## config.mk

```make
export PLATFORM = sky130hd
export DESIGN_NAME = vga_fb_arbiter
export DESIGN_NICKNAME = d
export VERILOG_FILES = /design/src/rtl/vga_fb_arbiter.sv
export SDC_FILE = /design/constraint.sdc
export NUM_CORES = 1
export LEC_CHECK = 0
export ABC_CLOCK_PERIOD_IN_PS = 5000
export CELL_PAD_IN_SITES_DETAIL_PLACEMENT = 0
export CELL_PAD_IN_SITES_GLOBAL_PLACEMENT = 2
export CORE_UTILIZATION = 47
export CTS_CLUSTER_DIAMETER = 150
export DETAILED_ROUTE_END_ITERATION = 7
export GPL_TIMING_DRIVEN = 0
export PLACE_DENSITY = 0.91
export SYNTH_ARGS = -nofsm -noshare
export SYNTH_HDL_FRONTEND = slang
export SYNTH_SLANG_ARGS = --single-unit
```

## constraint.sdc

```tcl
create_clock -name Clk -period 5 [get_ports Clk]
set_input_delay 0.5 -clock Clk [delete_from_list [all_inputs] [get_ports Clk]]
set_output_delay 0.5 -clock Clk [all_outputs]
set_load 0.005 [all_outputs]
```

## src/rtl/vga_fb_arbiter.sv

```systemverilog
// vga_fb_arbiter: shares one single-port frame-buffer memory between the
// display prefetch stream (feeding a small pixel FIFO) and a single writer.
// Reads always win; the writer only gets the memory when the prefetch path
// has nothing to do.
module vga_fb_arbiter #(
    parameter int unsigned ADDR_W    = 19,
    parameter int unsigned FRAME_PIX = 307200,
    parameter int unsigned DEPTH     = 16
) (
    input  logic              Clk,
    input  logic              Reset_n,
    input  logic              VGA_VS,
    input  logic              Data_Req,
    output logic [23:0]       DATA,
    output logic              mem_en,
    output logic              mem_we,
    output logic [ADDR_W-1:0] mem_addr,
    output logic [23:0]       mem_wdata,
    input  logic [23:0]       mem_rdata,
    input  logic              wr_req,
    input  logic [ADDR_W-1:0] wr_addr,
    input  logic [23:0]       wr_data,
    output logic              wr_ack,
    output logic              underflow,
    output logic              frame_start
);

    localparam int unsigned PIX_W = 24;
    localparam int unsigned PTR_W = (DEPTH > 1) ? $clog2(DEPTH) : 1;
    localparam int unsigned CNT_W = PTR_W + 1;
    localparam int unsigned OCC_W = CNT_W + 1;

    localparam logic [ADDR_W-1:0] FRAME_END = ADDR_W'(FRAME_PIX);
    localparam logic [CNT_W-1:0]  FULL_CNT  = CNT_W'(DEPTH);
    localparam logic [OCC_W-1:0]  FULL_OCC  = OCC_W'(DEPTH);

    typedef enum logic [1:0] {
        S_WAIT_FRAME = 2'd0,
        S_PREFETCH   = 2'd1,
        S_STREAM     = 2'd2
    } state_t;

    state_t r_state;
    state_t w_state_nxt;

    // Frame sync tracking; r_flush is the one-cycle frame restart window.
    logic r_vs_q;
    logic r_flush;
    logic w_vs_rise;

    // Read stream bookkeeping.
    logic [ADDR_W-1:0] r_rd_addr;
    logic              r_inflight;
    logic              r_underflow;

    // Pixel FIFO.
    logic [PIX_W-1:0] r_fifo [DEPTH];
    logic [PTR_W-1:0] r_wptr;
    logic [PTR_W-1:0] r_rptr;
    logic [CNT_W-1:0] r_count;

    logic             w_empty;
    logic             w_push;
    logic             w_pop;
    logic             w_underflow_set;
    logic [OCC_W-1:0] w_occ;
    logic             w_rd_room;
    logic             w_wr_in_frame;
    logic             w_prefetch_done;
    logic             w_rd_go;
    logic             w_wr_go;

    assign w_vs_rise       = VGA_VS & ~r_vs_q;
    assign w_empty         = (r_count == '0);
    assign w_occ           = OCC_W'(r_count) + OCC_W'(r_inflight);
    assign w_rd_room       = (w_occ < FULL_OCC) && (r_rd_addr < FRAME_END);
    assign w_wr_in_frame   = (wr_addr < FRAME_END);
    assign w_prefetch_done = (r_count == FULL_CNT) || ((r_rd_addr == FRAME_END) && !r_inflight);

    // The restart window discards the pending return and ignores pops.
    assign w_push          = r_inflight & ~r_flush;
    assign w_pop           = Data_Req & ~w_empty & ~r_flush;
    assign w_underflow_set = Data_Req & w_empty & ~r_flush;

    assign DATA        = (!w_empty && !r_flush) ? r_fifo[r_rptr] : '0;
    assign underflow   = r_underflow;
    assign frame_start = r_flush;

    // State register.
    always_ff @(posedge Clk or negedge Reset_n) begin
        if (!Reset_n) begin
            r_state <= S_WAIT_FRAME;
        end else begin
            r_state <= w_state_nxt;
        end
    end

    // Next-state: a frame restart overrides everything, else prefetch fills then streams.
    always_comb begin
        w_state_nxt = r_state;
        if (r_flush) begin
            w_state_nxt = S_PREFETCH;
        end else begin
            case (r_state)
                S_WAIT_FRAME: w_state_nxt = S_WAIT_FRAME;
                S_PREFETCH:   if (w_prefetch_done) w_state_nxt = S_STREAM;
                S_STREAM:     w_state_nxt = S_STREAM;
                default:      w_state_nxt = S_WAIT_FRAME;
            endcase
        end
    end

    // Access arbitration and memory strobes; nothing is issued in reset or the restart window.
    always_comb begin
        w_rd_go   = 1'b0;
        w_wr_go   = 1'b0;
        mem_en    = 1'b0;
        mem_we    = 1'b0;
        mem_addr  = '0;
        mem_wdata = '0;
        wr_ack    = 1'b0;
        if (Reset_n && !r_flush) begin
            case (r_state)
                S_WAIT_FRAME: w_wr_go = wr_req;
                S_PREFETCH:   w_rd_go = w_rd_room;
                S_STREAM: begin
                    w_rd_go = w_rd_room;
                    w_wr_go = wr_req & ~w_rd_room;
                end
                default: ;
            endcase
        end
        if (w_rd_go) begin
            mem_en   = 1'b1;
            mem_addr = r_rd_addr;
        end else if (w_wr_go && w_wr_in_frame) begin
            mem_en    = 1'b1;
            mem_we    = 1'b1;
            mem_addr  = wr_addr;
            mem_wdata = wr_data;
        end
        wr_ack = w_wr_go;
    end

    // Frame sync edge, read address, in-flight tracking and sticky underflow.
    always_ff @(posedge Clk or negedge Reset_n) begin
        if (!Reset_n) begin
            r_vs_q      <= 1'b0;
            r_flush     <= 1'b0;
            r_inflight  <= 1'b0;
            r_rd_addr   <= '0;
            r_underflow <= 1'b0;
        end else begin
            r_vs_q     <= VGA_VS;
            r_flush    <= w_vs_rise;
            r_inflight <= w_rd_go;
            if (r_flush) begin
                r_rd_addr <= '0;
            end else if (w_rd_go) begin
                r_rd_addr <= r_rd_addr + ADDR_W'(1);
            end
            if (w_underflow_set) begin
                r_underflow <= 1'b1;
            end
        end
    end

    // FIFO pointers and count; the restart window empties the FIFO.
    always_ff @(posedge Clk or negedge Reset_n) begin
        if (!Reset_n) begin
            r_wptr  <= '0;
            r_rptr  <= '0;
            r_count <= '0;
        end else if (r_flush) begin
            r_wptr  <= '0;
            r_rptr  <= '0;
            r_count <= '0;
        end else begin
            if (w_push) r_wptr <= r_wptr + PTR_W'(1);
            if (w_pop)  r_rptr <= r_rptr + PTR_W'(1);
            case ({w_push, w_pop})
                2'b10:   r_count <= r_count + CNT_W'(1);
                2'b01:   r_count <= r_count - CNT_W'(1);
                default: r_count <= r_count;
            endcase
        end
    end

    // FIFO storage; contents are don't-care while the count says empty.
    always_ff @(posedge Clk) begin
        if (w_push) begin
            r_fifo[r_wptr] <= mem_rdata;
        end
    end

endmodule

```

### Yosys cells after proc, flatten, opt, wreduce, memory -nomap -nowiden

Memories as Yosys holds them, arrays and structs flattened.
Index checks and enable logic that the tools add are counted.
Widths: inputs -> output; s select.

| storage, ports and cells | value |
|---|---|
| register bits | 38 |
| bits of input ports | 72 |
| RAM bits | 384 |
| memories | 1 |
| output and inout bits | 72 |

| cells by class | value |
|---|---|
| bitwise gates (word level) | 11 |
| add/subtract/negate cells | 6 |
| $lt $le $gt $ge | 3 |
| reduce and logical (&&, ||, !) cells | 16 |
| mux-type cells | 25 |
| equality and inequality tests | 7 |

Memory list:

| name | words | width | read ports | clocked after memory_dff | write ports | RTL line | text |
|---|---|---|---|---|---|---|---|
| r_fifo | 16 | 24 | 1 | 0 | 1 | 57 | `logic [PIX_W-1:0] r_fifo [DEPTH];` |

Operators with widths:

| kind | count |
|---|---|
| $mux 19 | 4 |
| $mux 24 | 3 |
| $lt 19x19->1 const B | 2 |
| $add 19x1->19 const B | 1 |
| $eq 19x19->1 const B | 1 |
| $mux 4 | 4 |
| $pmux 5 s2 | 1 |
| $add 4x1->4 const B | 2 |
| $mux 1 | 8 |
| $and 1x1->1 | 7 |
| $add 5x1->6 | 1 |
| $lt 6x5->1 const B | 1 |
| $reduce_bool 2->1 | 3 |
| $add 5x1->5 const B | 1 |
| $eq 5x5->1 const B | 1 |
| $logic_and 1x1->1 | 5 |
| $logic_not 5->1 | 1 |
| $mux 5 | 1 |
| $sub 5x1->5 const B | 1 |
| $eq 2x1->1 const B | 2 |
| $eq 2x2->1 const B | 2 |
| $mux 2 | 2 |
| $not 1->1 | 4 |
| $pmux 2 s2 | 1 |
| other kinds (7) | 9 |

### Depth between registers and ports, before layout

Gate-level depths: netlist (run 1).

| depth | value |
|---|---|
| depth in word-level cells | 10 |
| depth in mapped cells | 10 |
| mapped depth without buffers | 10 |

### Worst setup path before layout (run 1)

OpenSTA, ideal clock, no wires.

| path | value |
|---|---|
| kind | reg-to-reg |
| start | register r_count[1] |
| end | register r_count[4] |
| data arrival time | 2.307 ns |
| clock period less this slack | 2.443 ns |
| setup slack | 2.557 ns |
| cell stages (with the launch flop) | 11 |
| cells stage by stage | dfrtp_1 or4_4 o21ai_4 or3_2 inv_1 ha_1 nand2b_1 a21oi_1 and3_1 o21ai_0 nor3b_1 |

| between the ends | value |
|---|---|
| word-level cells in the longest chain between the ends | 7 |

RTL lines:

| what | RTL line | text |
|---|---|---|
| start: declaration | 60 | `logic [CNT_W-1:0] r_count;` |
| start signal: assignment | 182 | `2'b10: r_count <= r_count + CNT_W'(1);` |
| start signal: assignment | 183 | `2'b01: r_count <= r_count - CNT_W'(1);` |
| start signal: assignment | 184 | `default: r_count <= r_count;` |
| $logic_not 5->1 | 74 | `assign w_empty = (r_count == '0);` |
| $not 1->1 | 82 | `assign w_pop = Data_Req & ~w_empty & ~r_flush;` |
| $and 1x1->1 (2 in a row) | 82 |  |
| $eq 2x1->1 or $eq 2x2->1 (tied branches) | 181 | `case ({w_push, w_pop})` |
| $pmux 5 s2 | 181 |  |
| $mux 5 | 174 | `end else if (r_flush) begin` |

Parallel ways exist; a longest one is shown, timed or not.
A chain may end at the register's enable or synchronous reset.

### Worst setup path after layout (run 1)

| path | value |
|---|---|
| start | register r_rptr[3] |
| end | output DATA[22] |

| between the ends | value |
|---|---|
| word-level cells in the longest chain between the ends | 2 |

RTL lines:

| what | RTL line | text |
|---|---|---|
| start: declaration | 59 | `logic [PTR_W-1:0] r_rptr;` |
| start signal: assignment | 180 | `if (w_pop) r_rptr <= r_rptr + PTR_W'(1);` |
| $mem_v2 16x24 | -- |  |
| $mux 24 | 85 | `assign DATA = (!w_empty && !r_flush) ? r_fifo[r_rptr] : '0;` |
| end: declaration | 14 | `output logic [23:0] DATA,` |

Every way passes these cells.

==> run metrics, run 1 <==
status=finished clean; switching power=2.620 mW; Setup Skew=0.01274 ns; final net count=1228; commonest non-fill, non-tap cell in the layout=edfxtp_1; Seq/Total Area, Yosys=71.76%; height of the chip=194.4 um; RePlAce Congestion=0.7769; maximum vdd drop=0.3369 mV; Die Area=37780 sq um; initial core utilization=47.62%; Area growth syn-to-layout=19.88%; WL per Instance=24.08 um; final std cells w/o fill=1639; Final Cell Area=20850 sq um; sequential share of power=41.3%; max-cap violations=0; first-pass GRT wire length=59430 um; Critical Path End Type=output port; clock tree sinks=422; sum of negative setup slack=0 ns; ys flop type=edfxtp_1; Leak=6.785 nW; # DRC=0; CP Launch Type=flop; Std-Cell Rows=70; P_int=7.043 mW; antenna viol nets, final=0; layout cells sized above 1=18.12%; clk_lat worst skew=0.54 ns; die span in x=194.4 um; Syn Nets=1037; minimum clock period=4.242 ns; deepest clock path buffer count=3; RSZ-0062 raised after global routing=false; Top Metal Used=met4; reg-to-reg setup timing slack=2.33 ns; critical path peak fanout=10; post-CTS setup buffers=0; Hold WS=0.3440 ns; period utilization=84.84%; Port Buffers=143; Setup CP Type=reg -> out; Core Area=36520 sq um; Post-synth EDFFs=384; worst-case reg-to-reg path depth=10; Async S/R FF share, synth=9.005%; Worst R2R End=r_count[4]; Hold WC Path Type=in -> async; Remaining Overflow, GRT=0; Post-CTS Hold Fix Bufs=1; Post-Syn Instances=951; DR vias=9595; vias in the first global route=9770; CTS root buffer=clkbuf_16; most frequent cells in the layout=384 x edfxtp_1, 142 x clkdlybuf4s50_1, 96 x mux4_2; Critical Path RT=4.50 ns; drt pass-1 iters=5; syn avg cell area=18.29 sq um; Placement Cell Area=19500 sq um; worst slew pin tran=1.069 ns; CTS Buf Count=42; Reg2Reg Launch Point=r_count[0]; I/O pin count=144; arrival time of the worst setup path=3.74 ns; FILL cells=2785; largest net degree at the start of global routing=36; post-CTS sizing=0; via-per-instance ratio=5.854; Cell variety after synth=58; final hold violation count=0; All-Layer GR Usage=21.23%; Power Total=9.664 mW; Placed Instances=1565; maximum clock rate=235.7 MHz; final slew viol count=0; HPWL Detailed=23770 um; CTS tree=built; Logic pwr share=26.7%; warnings from Yosys=0; #FFs+latches synth=422; Final setup viols=0; mapped cell area=17390 sq um; worst relative slew slack=28.75%; initial DRC count=669; switching part of the total=27.11%; clock network power share=32.0%; PD cells=463.5 nW/um^2; wire length on met2=19470 um; initial antenna violation count=1; H-tree levels=2; final WL=39460 um; routed length on met3=2808 um; WL met1=16290 um; Reg clk slew, reported paths=0.06 ns
==> synth_stat cells, types with 5 or more instances <==
master | count | share of area [%]
ha_1 | 13 | 0.94
buf_1 | 5 | 0.11
buf_2 | 12 | 0.35
nand4_1 | 9 | 0.32
and2_1 | 41 | 1.5
nor2_1 | 30 | 0.65
mux2i_1 | 31 | 1.8
o22ai_1 | 5 | 0.18
nand3_1 | 7 | 0.20
a211oi_1 | 51 | 2.2
edfxtp_1 | 384 | 66
buf_4 | 8 | 0.35
xor2_1 | 8 | 0.40
inv_1 | 15 | 0.32
dfrtp_1 | 38 | 5.5
nor2b_1 | 28 | 1.0
xnor2_1 | 5 | 0.25
mux4_2 | 96 | 12
a21oi_1 | 11 | 0.32
o21ai_0 | 21 | 0.60
nand2_1 | 50 | 1.1
clkbuf_1 | 26 | 0.56
==> worst max-delay path: stages (launching register included) <==
cell             delay [ns]
dfrtp_1                0.36
buf_2                  0.31
buf_1                  0.53
clkbuf_1               0.72
mux2i_1                0.18
a211oi_1               0.51
clkdlybuf4s50_1        0.60
==> how the worst max path moves through the flow <==
stage                     startpoint            end  slack (ns)  cells after the start
final                      r_rptr[3]       DATA[22]        0.76                      6
after global routing       r_rptr[1]       DATA[12]        0.73                      7
after CTS                  r_rptr[3]       DATA[22]        0.81                      6
after detailed placement   r_rptr[3]       DATA[22]        1.40                      6
after global placement       Reset_n  mem_wdata[14]        0.08                      7
after floorplan           r_count[1]     r_count[4]        2.56                     10
==> power by group through the flow <==
stage	Combinational (mW)	Clock (mW)	Sequential, mW
after floorplan	1.64	0	4.05
after global placement	2.55	0	4.06
after detailed placement	2.58	0	4.07
after CTS	2.61	3.13	4.00
after global routing	2.76	3.25	4.00
final	2.58	3.09	4.00
==> routing by layer <==
layer  vias up  global-route usage (%)
met4         0                   6.261
met5         -                       0
met3        70                   4.199
met1      4925                   28.05
met2       416                   35.84
li1       4184                       -
==> through the flow <==
stage	setup slack, ns	util, %
2_1_floorplan	2.557	-
3_3_place_gp	0.08148	53.14
3_5_place_dp	1.395	53.38
4_1_cts	0.8116	57.08
5_1_grt	0.7329	57.08
6_report	0.7578	57.09
==> flip-flops by register name, summed over array words and instances, names as in the netlist <==
name	cells
r_fifo	384
r_inflight	1
r_wptr	4
r_vs_q	1
r_rd_addr	19
r_rptr	4
frame_start	1
underflow	1
r_state	2
r_count	5
==> cell families after synthesis <==
group	synth area share [%]
compound gates	3.913
simple gates	6.251
mux	14.41
flops	71.76
xor+xnor	0.7482
fa+ha+maj	1.050
buf+inv	1.863
==> cell type report <==
class                   instances  area (sq um)  area share [%]
diodes                          1         2.502         0.01200
plain buffers                  54         264.0           1.266
clock buffers                  53          1134           5.437
clock inverters                19         206.4          0.9902
inverters                      16         60.06          0.2880
multi-input cells             459          4604           22.08
flip-flops and latches        422         12480           59.87
well taps                     468         585.6           2.808
repair buffers                147          1511           7.249
No activity file was read; power rests on OpenSTA's default activity.
==> run 2, diff against run 1 <==
==> config.mk (replaced) <==
export PLATFORM = sky130hd
export DESIGN_NAME = vga_fb_arbiter
export DESIGN_NICKNAME = d
export VERILOG_FILES = /design/src/rtl/vga_fb_arbiter.sv
export SDC_FILE = /design/constraint.sdc
export NUM_CORES = 1
export LEC_CHECK = 0
export ABC_CLOCK_PERIOD_IN_PS = 4000
export CELL_PAD_IN_SITES_DETAIL_PLACEMENT = 0
export CELL_PAD_IN_SITES_GLOBAL_PLACEMENT = 2
export CORE_UTILIZATION = 44
export CTS_CLUSTER_DIAMETER = 150
export DETAILED_ROUTE_END_ITERATION = 7
export GPL_TIMING_DRIVEN = 0
export PLACE_DENSITY = 0.87
export SYNTH_ARGS = -nofsm -noshare
export SYNTH_HDL_FRONTEND = slang
export SYNTH_SLANG_ARGS = --single-unit
==> constraint.sdc (replaced) <==
create_clock -name Clk -period 4 [get_ports Clk]
set_input_delay 0.4 -clock Clk [delete_from_list [all_inputs] [get_ports Clk]]
set_output_delay 0.4 -clock Clk [all_outputs]
set_load 0.005 [all_outputs]
==> run metrics, run 2 (synthesized netlist as in run 1, its figures left out) <==
CTS Buf Count=43; CP Launch Type=flop; Setup Skew=0.02615 ns; Reg clk slew, reported paths=0.06 ns; Area growth syn-to-layout=20.17%; crit-path max cell delay=0.59 ns; layout cells sized above 1=18.74%; Std-Cell Rows=72; CP cell instances=buf_2 -> buf_2 -> clkbuf_1 -> mux4_2 -> mux2i_1 -> a211oi_1 -> clkdlybuf4s50_1; final net count=1229; Leak=6.800 nW; post-layout util=53.83%; maximum clock rate=261.8 MHz; final std cells w/o fill=1692; post-CTS setup buffers=0; max reg flops=384; commonest non-fill, non-tap cell in the layout=edfxtp_1; minimum clock period=3.819 ns; Power Total=12.00 mW; CP delay by family, top=buffers and inverters; Critical Path End Type=output port; Antenna Cells=0; Port Buffers=143; Critical Path Most Common Cell=buf_2; Most flops, register=r_fifo; Die Area=40330 sq um; RSZ-0062 raised after global routing=false; max-cap violations=0; via-per-instance ratio=5.637; final WL=39180 um; maximum vdd drop=0.4417 mV; PD cells=573.9 nW/um^2; I/O pin count=144; Core Area=38830 sq um; critical path peak fanout=10; final slew viol count=0; WL per Instance=23.15 um; clock tree sinks=422; vias in the first global route=9845; Regs by FF count=r_fifo: 384 flops, r_rd_addr: 19 flops, r_count: 5 flops; # DRC=0; clk_lat worst skew=0.55 ns; die span in x=200.8 um; reg-to-reg setup timing slack=1.25 ns; Critical Path RT=3.60 ns; Hold WS=0.2636 ns; FILL cells=3088; worst-case reg-to-reg path depth=10; Setup CP Type=reg -> out; RePlAce Congestion=0.8042; height of the chip=200.8 um; first-pass GRT wire length=59380 um; deepest clock path buffer count=3; Worst R2R End=r_count[4]; DR vias=9537; period utilization=95.48%; Placed Instances=1615; initial antenna violation count=0; sum of negative setup slack=0 ns; Bufs and invs on worst path=4; Slowest-stage cell, CP=clkbuf_1; CTS tree=built; H-tree levels=2; status=finished clean; CTS root buffer=clkbuf_16; antenna viol nets, final=0; HPWL Detailed=23990 um; final hold violation count=0; Final setup viols=0; Reg2Reg Launch Point=r_count[0]; drt pass-1 iters=5; arrival time of the worst setup path=3.42 ns; initial DRC count=625; worst slew pin tran=1.003 ns; initial core utilization=44.80%; Hold WC Path Type=in -> async; worst relative slew slack=33.12%; All-Layer GR Usage=19.63%; Remaining Overflow, GRT=0; largest net degree at the start of global routing=34; most frequent cells in the layout=384 x edfxtp_1, 142 x clkdlybuf4s50_1, 96 x mux4_2
==> run 2: report_power, final <==
part / internal (mW) / leakage [nW] / switching [mW]
combinational: 1.62 / 2.20 / 1.60
clock: 2.14 / 0.641 / 1.64
sequential: 4.93 / 3.96 / 0.0672
==> run 2: repair_timing <==
item | in CTS | in global routing
hold buffers | 1 | 0
gates resized for setup | 5 | 5
setup endpoints to repair | 8 | 13
hold endpoints to repair | 30 | 0
==> run 2: worst max-delay path by stage <==
stage,start,to,cells past startpoint,slack [ns]
after floorplan,r_count[1],r_count[4],10,1.56
after global placement,Reset_n,mem_wdata[11],7,-0.63
after detailed placement,r_rptr[3],DATA[22],6,0.45
after CTS,r_rptr[1],DATA[6],7,0.008
after global routing,r_rptr[1],DATA[12],7,0.08
final,r_rptr[1],DATA[13],7,0.18
==> run 2: cell type report <==
cell class              count  area [sq um]  area share (%)
plain buffers              54         274.0           1.311
clock buffers              53          1124           5.376
clock inverters            23         193.9          0.9279
inverters                  16         60.06          0.2873
multi-input cells         459          4608           22.05
flip-flops and latches    422         12480           59.72
well taps                 518         648.1           3.101
repair buffers            147          1511           7.231
==> run 2: worst reg2reg max path: stages, from the launching register on <==
cell and delay [ns]:
dfrtp_1 0.44, or4_4 0.60, o21ai_4 0.31, or3_2 0.21, inv_1 0.07, ha_1 0.33
nand2b_1 0.08, a21oi_1 0.18, and3_1 0.19, o21ai_0 0.06, nor3b_1 0.14
==> run 2: routing by layer <==
metal  global-route usage (%)  vias up  share of wire, %
met3                    3.604       65               6.2
met4                    6.107        0               2.4
met5                        0        -                 0
met2                    32.61      332                49
met1                    26.37     4937                42
li1                         -     4203                 -
==> run 2: per-stage QoR <==
| stage | area [sq um] | setup WS [ns] |
|---|---|---|
| final | 20900 | 0.1806 |
| after global routing | 20900 | 0.08302 |
| after CTS | 20890 | 0.008263 |
| after detailed placement | 19560 | 0.4512 |
| after global placement | 19470 | -0.6301 |
| after floorplan | 17390 | 1.557 |
